$ cat src/rtl/mips_pkg.sv
// Shared MIPS definitions: memory opcode values and LSU state encoding.
package mips_pkg;

  localparam logic [5:0] OP_LW  = 6'h23;
  localparam logic [5:0] OP_LBU = 6'h24;
  localparam logic [5:0] OP_LHU = 6'h25;
  localparam logic [5:0] OP_LL  = 6'h30;
  localparam logic [5:0] OP_SB  = 6'h28;
  localparam logic [5:0] OP_SH  = 6'h29;
  localparam logic [5:0] OP_SW  = 6'h2B;

  typedef enum logic [1:0] {
    ST_IDLE   = 2'd0,
    ST_ACCESS = 2'd1,
    ST_WB     = 2'd2
  } lsu_state_t;

endpackage

$ cat src/rtl/lsu_lane_align.sv
// Combinational lane steering for the load/store unit.
// Store side: decodes the incoming opcode into mem/store/misaligned flags,
//   byte enables and lane-replicated write data.
// Load side: extracts and zero-extends the addressed lane of a read word.
// Ports:
//   st_opcode, st_addr_lo, st_data -> is_mem, is_store, misaligned, be, wdata
//   ld_opcode, ld_addr_lo, ld_word -> ld_data
module lsu_lane_align
  import mips_pkg::*;
(
  input  logic [5:0]  st_opcode,
  input  logic [1:0]  st_addr_lo,
  input  logic [31:0] st_data,
  output logic        is_mem,
  output logic        is_store,
  output logic        misaligned,
  output logic [3:0]  be,
  output logic [31:0] wdata,
  input  logic [5:0]  ld_opcode,
  input  logic [1:0]  ld_addr_lo,
  input  logic [31:0] ld_word,
  output logic [31:0] ld_data
);

  // Store-side decode, enables and replicated data
  always_comb begin
    is_mem     = 1'b0;
    is_store   = 1'b0;
    misaligned = 1'b0;
    be         = 4'b1111;
    wdata      = 32'h0000_0000;
    case (st_opcode)
      OP_LW, OP_LL: begin
        is_mem     = 1'b1;
        misaligned = (st_addr_lo != 2'b00);
      end
      OP_LHU: begin
        is_mem     = 1'b1;
        misaligned = st_addr_lo[0];
      end
      OP_LBU: begin
        is_mem = 1'b1;
      end
      OP_SW: begin
        is_mem     = 1'b1;
        is_store   = 1'b1;
        misaligned = (st_addr_lo != 2'b00);
        wdata      = st_data;
      end
      OP_SH: begin
        is_mem     = 1'b1;
        is_store   = 1'b1;
        misaligned = st_addr_lo[0];
        be         = st_addr_lo[1] ? 4'b1100 : 4'b0011;
        wdata      = {2{st_data[15:0]}};
      end
      OP_SB: begin
        is_mem   = 1'b1;
        is_store = 1'b1;
        be       = 4'b0001 << st_addr_lo;
        wdata    = {4{st_data[7:0]}};
      end
      default: begin
        is_mem = 1'b0;
      end
    endcase
  end

  // Load-side lane extract with zero extension
  always_comb begin
    ld_data = ld_word;
    case (ld_opcode)
      OP_LHU: begin
        if (ld_addr_lo[1]) begin
          ld_data = {16'h0000, ld_word[31:16]};
        end else begin
          ld_data = {16'h0000, ld_word[15:0]};
        end
      end
      OP_LBU: begin
        case (ld_addr_lo)
          2'd0:    ld_data = {24'h000000, ld_word[7:0]};
          2'd1:    ld_data = {24'h000000, ld_word[15:8]};
          2'd2:    ld_data = {24'h000000, ld_word[23:16]};
          default: ld_data = {24'h000000, ld_word[31:24]};
        endcase
      end
      default: begin
        ld_data = ld_word;
      end
    endcase
  end

endmodule

$ cat src/rtl/load_store_unit.sv
// MEM stage of the MIPS datapath. Accepts one packet at a time, runs
// loads/stores over a req/ack memory port, and emits a registered
// writeback packet. Non-memory results pass straight to writeback.
// Ports:
//   upstream : in_valid/in_ready, in_opcode, in_alu_res, in_rt, in_wreg, in_wen
//   memory   : mem_req, mem_we, mem_addr, mem_be, mem_wdata, mem_rdata, mem_ack
//   writeback: wb_valid, wb_en, wb_reg, wb_data
//   status   : misalign_err, bus_err (pulses), link_valid, link_addr (LL reservation)
module load_store_unit
  import mips_pkg::*;
#(
  parameter int TIMEOUT = 16
) (
  input  logic        clk,
  input  logic        reset,
  input  logic        in_valid,
  output logic        in_ready,
  input  logic [5:0]  in_opcode,
  input  logic [31:0] in_alu_res,
  input  logic [31:0] in_rt,
  input  logic [4:0]  in_wreg,
  input  logic        in_wen,
  output logic        mem_req,
  output logic        mem_we,
  output logic [31:0] mem_addr,
  output logic [3:0]  mem_be,
  output logic [31:0] mem_wdata,
  input  logic [31:0] mem_rdata,
  input  logic        mem_ack,
  output logic        wb_valid,
  output logic        wb_en,
  output logic [4:0]  wb_reg,
  output logic [31:0] wb_data,
  output logic        misalign_err,
  output logic        bus_err,
  output logic        link_valid,
  output logic [29:0] link_addr
);

  localparam int CW = $clog2(TIMEOUT + 1);

  lsu_state_t    state_r;
  logic [5:0]    op_r;
  logic [1:0]    addr_lo_r;
  logic [4:0]    wreg_r;
  logic          wen_r;
  logic [CW-1:0] cnt_r;

  logic          is_mem_s;
  logic          is_store_s;
  logic          misaligned_s;
  logic [3:0]    be_s;
  logic [31:0]   wdata_s;
  logic [31:0]   ld_data_s;

  lsu_lane_align u_align (
    .st_opcode  (in_opcode),
    .st_addr_lo (in_alu_res[1:0]),
    .st_data    (in_rt),
    .is_mem     (is_mem_s),
    .is_store   (is_store_s),
    .misaligned (misaligned_s),
    .be         (be_s),
    .wdata      (wdata_s),
    .ld_opcode  (op_r),
    .ld_addr_lo (addr_lo_r),
    .ld_word    (mem_rdata),
    .ld_data    (ld_data_s)
  );

  // Main FSM with all outputs registered
  always_ff @(posedge clk or posedge reset) begin
    if (reset) begin
      state_r      <= ST_IDLE;
      op_r         <= 6'd0;
      addr_lo_r    <= 2'd0;
      wreg_r       <= 5'd0;
      wen_r        <= 1'b0;
      cnt_r        <= '0;
      in_ready     <= 1'b1;
      mem_req      <= 1'b0;
      mem_we       <= 1'b0;
      mem_addr     <= 32'h0000_0000;
      mem_be       <= 4'b0000;
      mem_wdata    <= 32'h0000_0000;
      wb_valid     <= 1'b0;
      wb_en        <= 1'b0;
      wb_reg       <= 5'd0;
      wb_data      <= 32'h0000_0000;
      misalign_err <= 1'b0;
      bus_err      <= 1'b0;
      link_valid   <= 1'b0;
      link_addr    <= 30'd0;
    end else begin
      case (state_r)
        ST_IDLE: begin
          if (in_valid) begin
            op_r      <= in_opcode;
            addr_lo_r <= in_alu_res[1:0];
            wreg_r    <= in_wreg;
            wen_r     <= in_wen & ~is_store_s;
            in_ready  <= 1'b0;
            if (!is_mem_s) begin
              state_r  <= ST_WB;
              wb_valid <= 1'b1;
              wb_en    <= in_wen;
              wb_reg   <= in_wreg;
              wb_data  <= in_alu_res;
            end else if (misaligned_s) begin
              // Faulting access never reaches the memory port
              state_r      <= ST_WB;
              wb_valid     <= 1'b1;
              wb_en        <= 1'b0;
              wb_reg       <= in_wreg;
              wb_data      <= 32'h0000_0000;
              misalign_err <= 1'b1;
            end else begin
              state_r   <= ST_ACCESS;
              cnt_r     <= CW'(1);
              mem_req   <= 1'b1;
              mem_we    <= is_store_s;
              mem_addr  <= {in_alu_res[31:2], 2'b00};
              mem_be    <= be_s;
              mem_wdata <= wdata_s;
            end
          end else begin
            in_ready <= 1'b1;
          end
        end
        ST_ACCESS: begin
          if (mem_ack) begin
            state_r  <= ST_WB;
            mem_req  <= 1'b0;
            wb_valid <= 1'b1;
            wb_en    <= wen_r;
            wb_reg   <= wreg_r;
            wb_data  <= mem_we ? 32'h0000_0000 : ld_data_s;
            if (op_r == OP_LL) begin
              link_valid <= 1'b1;
              link_addr  <= mem_addr[31:2];
            end else if (mem_we && (link_addr == mem_addr[31:2])) begin
              link_valid <= 1'b0;
            end else begin
              link_valid <= link_valid;
            end
          end else if (cnt_r == CW'(TIMEOUT)) begin
            state_r  <= ST_WB;
            mem_req  <= 1'b0;
            wb_valid <= 1'b1;
            wb_en    <= 1'b0;
            wb_reg   <= wreg_r;
            wb_data  <= 32'h0000_0000;
            bus_err  <= 1'b1;
          end else begin
            cnt_r <= cnt_r + CW'(1);
          end
        end
        ST_WB: begin
          state_r      <= ST_IDLE;
          in_ready     <= 1'b1;
          wb_valid     <= 1'b0;
          misalign_err <= 1'b0;
          bus_err      <= 1'b0;
        end
        default: begin
          state_r  <= ST_IDLE;
          in_ready <= 1'b1;
          mem_req  <= 1'b0;
          wb_valid <= 1'b0;
        end
      endcase
    end
  end

endmodule

$ cat config.mk
export PLATFORM = sky130hd
export DESIGN_NAME = load_store_unit
export DESIGN_NICKNAME = d
export VERILOG_FILES = /design/src/rtl/mips_pkg.sv /design/src/rtl/lsu_lane_align.sv /design/src/rtl/load_store_unit.sv
export SDC_FILE = /design/constraint.sdc
export NUM_CORES = 1
export LEC_CHECK = 0
export BUFFER_PORTS_ARGS = -buffer_cell sky130_fd_sc_hd__buf_2
export CAP_MARGIN = 10
export CORE_ASPECT_RATIO = 1.75
export CORE_MARGIN = 8
export CORE_UTILIZATION = 52
export CTS_CLUSTER_DIAMETER = 100
export CTS_CLUSTER_SIZE = 20
export DETAILED_ROUTE_END_ITERATION = 8
export GPL_TIMING_DRIVEN = 0
export PLACE_DENSITY = 0.81
export SYNTH_ARGS = -nofsm -noshare
export SYNTH_HDL_FRONTEND = slang
export SYNTH_SLANG_ARGS = --single-unit
$ cat constraint.sdc
create_clock -name clk -period 5.3 [get_ports clk]
set_input_delay 0.265 -clock clk [delete_from_list [all_inputs] [get_ports clk]]
set_output_delay 0.265 -clock clk [all_outputs]
set_load 0.05 [all_outputs]
==> impl_results.md <==
* Arr. time, crit path at roughly 3.3 ns
* Via count of the first global-routing pass at between 7000 and 8000
* Maximum net fanout on the critical path at 10
* Wire length on met1 at roughly 9.7 mm
* Sum of negative setup slack at 0 ns
* Leading cell type in the layout, fill and taps excluded: sky130_fd_sc_hd__buf_2
* Nature of the critical path startpoint: flop
* Synth Area in Adders at 0.003064
* Met2 WL post-DR at approximately 15 mm
* Cts bufs inserted at 17
* Max cap viols at 0
* Top flop regs: mem_wdata x32, wb_data x32
* Final setup violating endpoints at 0
* Crit path largest cell delay at approximately 1.1 ns
* Hold/Removal Path Class: input port to flop
* Proportion of register bits with asynchronous set or reset after synthesis at 1.000
* Final number of hold-violating endpoints at 0
* Final Power at approximately 5.2 mW
* Cell at the root of the clock tree: sky130_fd_sc_hd__clkbuf_16
* Cell-by-cell trace of the critical path: nor3b_4 -> clkbuf_1 -> a21oi_1 -> a2111oi_0 -> a21oi_1 -> mux2i_1
* Die boundary height at 181.8 um
* First-pass GRT wire length at 43.79 mm
* Total length of routed wires at 28.42 mm
* Routability congestion estimate at between 0.9 and 1
* Maximum number of pins on one net before global-route repair at between 100 and 150
* Nature of the critical path endpoint: flop
* Most common cell type on the critical path: sky130_fd_sc_hd__a21oi_1
* Number of buffers added on ports at between 200 and 300
* Portion of total power attributed to sequential cells at 0.343
* Fraction of layout instances using a drive strength above 1 at 0.3801
* Starting utilization of the core area at 0.5307
* # nets final at ~1200
* Master of the slowest instance on the critical path: sky130_fd_sc_hd__a2111oi_0
* Overall die width at between 100 and 150 um
* DR iter-0 viols at 490
* TritonCTS clock tree: yes
* Post-synthesis instance area at just over 0.008 mm2
* Count of distinct cell types in the synthesized netlist at 61
* Tightest Pin Transition at 1.292 ns
* Status: finished, final reports clean
* Via count at 7468
* WP data required at 5.65 ns
* Die outline area at 0.02013 mm2
* Portion of the post-synthesis area used by sequential elements at 0.4965
* Maximum root-to-sink buffer count at 2
* # clock sinks at around 160
* Detail Route met3 WL at 2.279 mm
* Multiplexer fraction of the synthesized cell area at 0.1426
* Most instantiated flip-flop cell in the synthesis netlist: sky130_fd_sc_hd__dfrtp_1
* Number of warnings printed during yosys synthesis at 0
* Maximum level of the CTS H-tree at 4
* RSZ-0062 raised after global routing: false
* Number of pins exceeding their max-slew limit in the final report at 0
* Combinational family with the most area after synthesis: simple AND/OR/NAND/NOR gates
* Worst-case clock skew at roughly 0.0086 ns
* Global-route usage over all layers at 0.2780
* Path type of the worst setup path: flop to flop
* Number of storage elements in the synthesis netlist at around 160
* Clock share of power at 0.228
* Remaining global-route overflow at 0
* Relative max-transition margin at 0.1166
* Simple-gate share of the synthesized area at 0.1527
* Core area at between 0.015 and 0.02 mm2
* Via-to-Cell Ratio at 5.894
* Antenna violations before repair at 5
* Post-synthesis to final-layout area growth at 25.84%
* Period utilisation layout at 0.5501
* Buffers inserted during post-CTS setup optimization at 0
* Count of TritonRoute iterations in the first routing pass at 7
* Per-cell routed wire length at ~22 um
* Internal Pwr Total at between 2 and 3 mW
* Count of fill cells added during filler insertion at between 1000 and 1500
* Number of core rows at 60
* Highest routed layer: met4
* Leakage power at about 5.2 nW
* Number of flops mapped to enable cells by yosys at 0
* Min Tclk post-route at 2.915 ns
* IR Drop Worst-Case VDD at about 300 uV
* Post-CTS resize count at 0
* Share of total power in combinational logic at 0.430
* Areal power density over the cells at 509.5 mW/mm2
* Half-perimeter wire length of the detailed placement result at 22.09 mm
* Post-synthesis compound-gate area fraction at 0.1310
* Fraction of power spent switching nets at 0.4650
* Achievable clock frequency at 0.3430 GHz
* Drc violations at 0
* Number of instances in the synthesized netlist at 791
* Commonest non-fill, non-tap cells in the layout: 271 x sky130_fd_sc_hd__buf_2, 161 x sky130_fd_sc_hd__dfrtp_1, 155 x sky130_fd_sc_hd__nand2_1, 71 x sky130_fd_sc_hd__mux2_2, 47 x sky130_fd_sc_hd__a21oi_1
* Detail Route Antenna Nets at 0
* Power dissipated by switching net loads at roughly 2.4 mW
* Skew-Pair Late Insertion Delay at approximately 0.43 ns
* Top-level port count at around 260
* Clock-pin slew on the worst setup and hold paths at approximately 0.070 ns
* Parity-gate share of the synthesized area counting xor and xnor cells at 0.03324
* Syn Area/Cell at ~10 um2
==> synth_stat cells, types with 5 or more instances <==
master                      count  area [um2]
sky130_fd_sc_hd__dfrtp_1      161        4029
sky130_fd_sc_hd__nand2_1      155       581.8
sky130_fd_sc_hd__mux2_2        71       799.5
sky130_fd_sc_hd__a21oi_1       47       235.2
sky130_fd_sc_hd__o21ai_0       41       205.2
sky130_fd_sc_hd__nor2_1        37       138.9
sky130_fd_sc_hd__clkbuf_1      28       105.1
sky130_fd_sc_hd__buf_2         21       105.1
sky130_fd_sc_hd__xnor2_1       17       148.9
sky130_fd_sc_hd__a22o_1        16       140.1
sky130_fd_sc_hd__inv_1         16       60.06
sky130_fd_sc_hd__mux2i_1       14       140.1
sky130_fd_sc_hd__xor2_1        14       122.6
sky130_fd_sc_hd__nand4_1       13       81.33
sky130_fd_sc_hd__nor4_1        11       68.82
sky130_fd_sc_hd__a221o_1        8       80.08
sky130_fd_sc_hd__mux4_2         8       180.2
sky130_fd_sc_hd__nor2b_1        8       50.05
sky130_fd_sc_hd__o41ai_1        7       61.31
sky130_fd_sc_hd__or2_2          7       43.79
sky130_fd_sc_hd__a2111oi_0      6       52.55
sky130_fd_sc_hd__a221oi_1       6       52.55
sky130_fd_sc_hd__nand2b_1       6       37.54
sky130_fd_sc_hd__a31oi_1        5       31.28
sky130_fd_sc_hd__o31ai_1        5       37.54
==> path summary, 6_finish.rpt <==
| kind | end | slack, ns | cells after the start | start |
|---|---|---|---|---|
| worst max register to register | wb_data[7] | 2.38 | 6 | op_r[1] |
| worst max-delay path | wb_data[7] | 2.38 | 6 | op_r[1] |
| min in group asynchronous | wb_data[7] | 0.33 | 3 | reset |
| worst min-delay path | mem_addr[19] | 0.03 | 3 | in_alu_res[19] |
| max in group asynchronous | link_addr[17] | 4.04 | 4 | reset |
| worst min register to register | mem_wdata[23] | 0.47 | 2 | mem_wdata[23] |
==> critical path, delay by kind of cell (launching register included) <==
kind	cells	cell delay, ns
AOI/OAI and AO/OA	3	1.27
buffers and inverters	1	0.47
DFF	1	0.43
muxes	1	0.18
and+or+nand+nor	1	0.49
==> through the flow <==
step	util	hold WS, ns	cell area (um2)	setup WS (ns)	instances
6_report	0.6679	0.03421	10280	2.385	1267
5_1_grt	0.6679	0.05212	10280	2.295	1267
4_1_cts	0.6671	0.03003	10270	2.490	1262
3_5_place_dp	0.6297	0.2322	9691	2.500	1229
3_3_place_gp	0.6274	0.4543	9656	-1.098	1228
2_1_floorplan	-	0.3704	8172	0.6600	792
==> logic make-up (layout without fill, tap and decap cells) <==
family,Yosys count,in the layout
other cells,1,7
xor+xnor,31,31
simple gates,266,266
buf+inv,72,356
compound gates,161,161
mux,96,96
flops,162,162
fa+ha+maj,2,2
==> cell type report <==
type | instances | area (um2) | share of cell area
Sequential cell | 162 | 4055 | 0.3945
Multi-Input combinational cell | 558 | 3786 | 0.3684
Timing Repair Buffer | 252 | 1289 | 0.1254
Clock buffer | 17 | 425.4 | 0.04139
Buffer | 56 | 270.3 | 0.02629
Tap cell | 186 | 232.7 | 0.02264
Clock inverter | 15 | 140.1 | 0.01363
Inverter | 16 | 67.56 | 0.006573
Antenna cell | 5 | 12.51 | 0.001217
==> metal layers <==
layer,vias to the layer above,track usage
li1,3364,-
met1,3628,0.2808
met2,391,0.4955
met3,85,0.07690
met4,0,0.1674
met5,-,0
==> what timing repair did <==
action                                  CTS  global route
endpoints found under the hold margin    28             0
endpoints found under the setup margin    0             0
hold buffers                              1             0
==> power by group through the flow <==
stage          clock, mW  combinational (mW)  sequential [mW]
2_1_floorplan          0               0.696             2.71
3_3_place_gp           0                2.22             1.80
3_5_place_dp           0                2.24             1.81
4_1_cts             1.20                2.25             1.79
5_1_grt             1.25                2.35             1.84
6_report            1.19                2.25             1.80
Power figures use the tool's default switching activity.
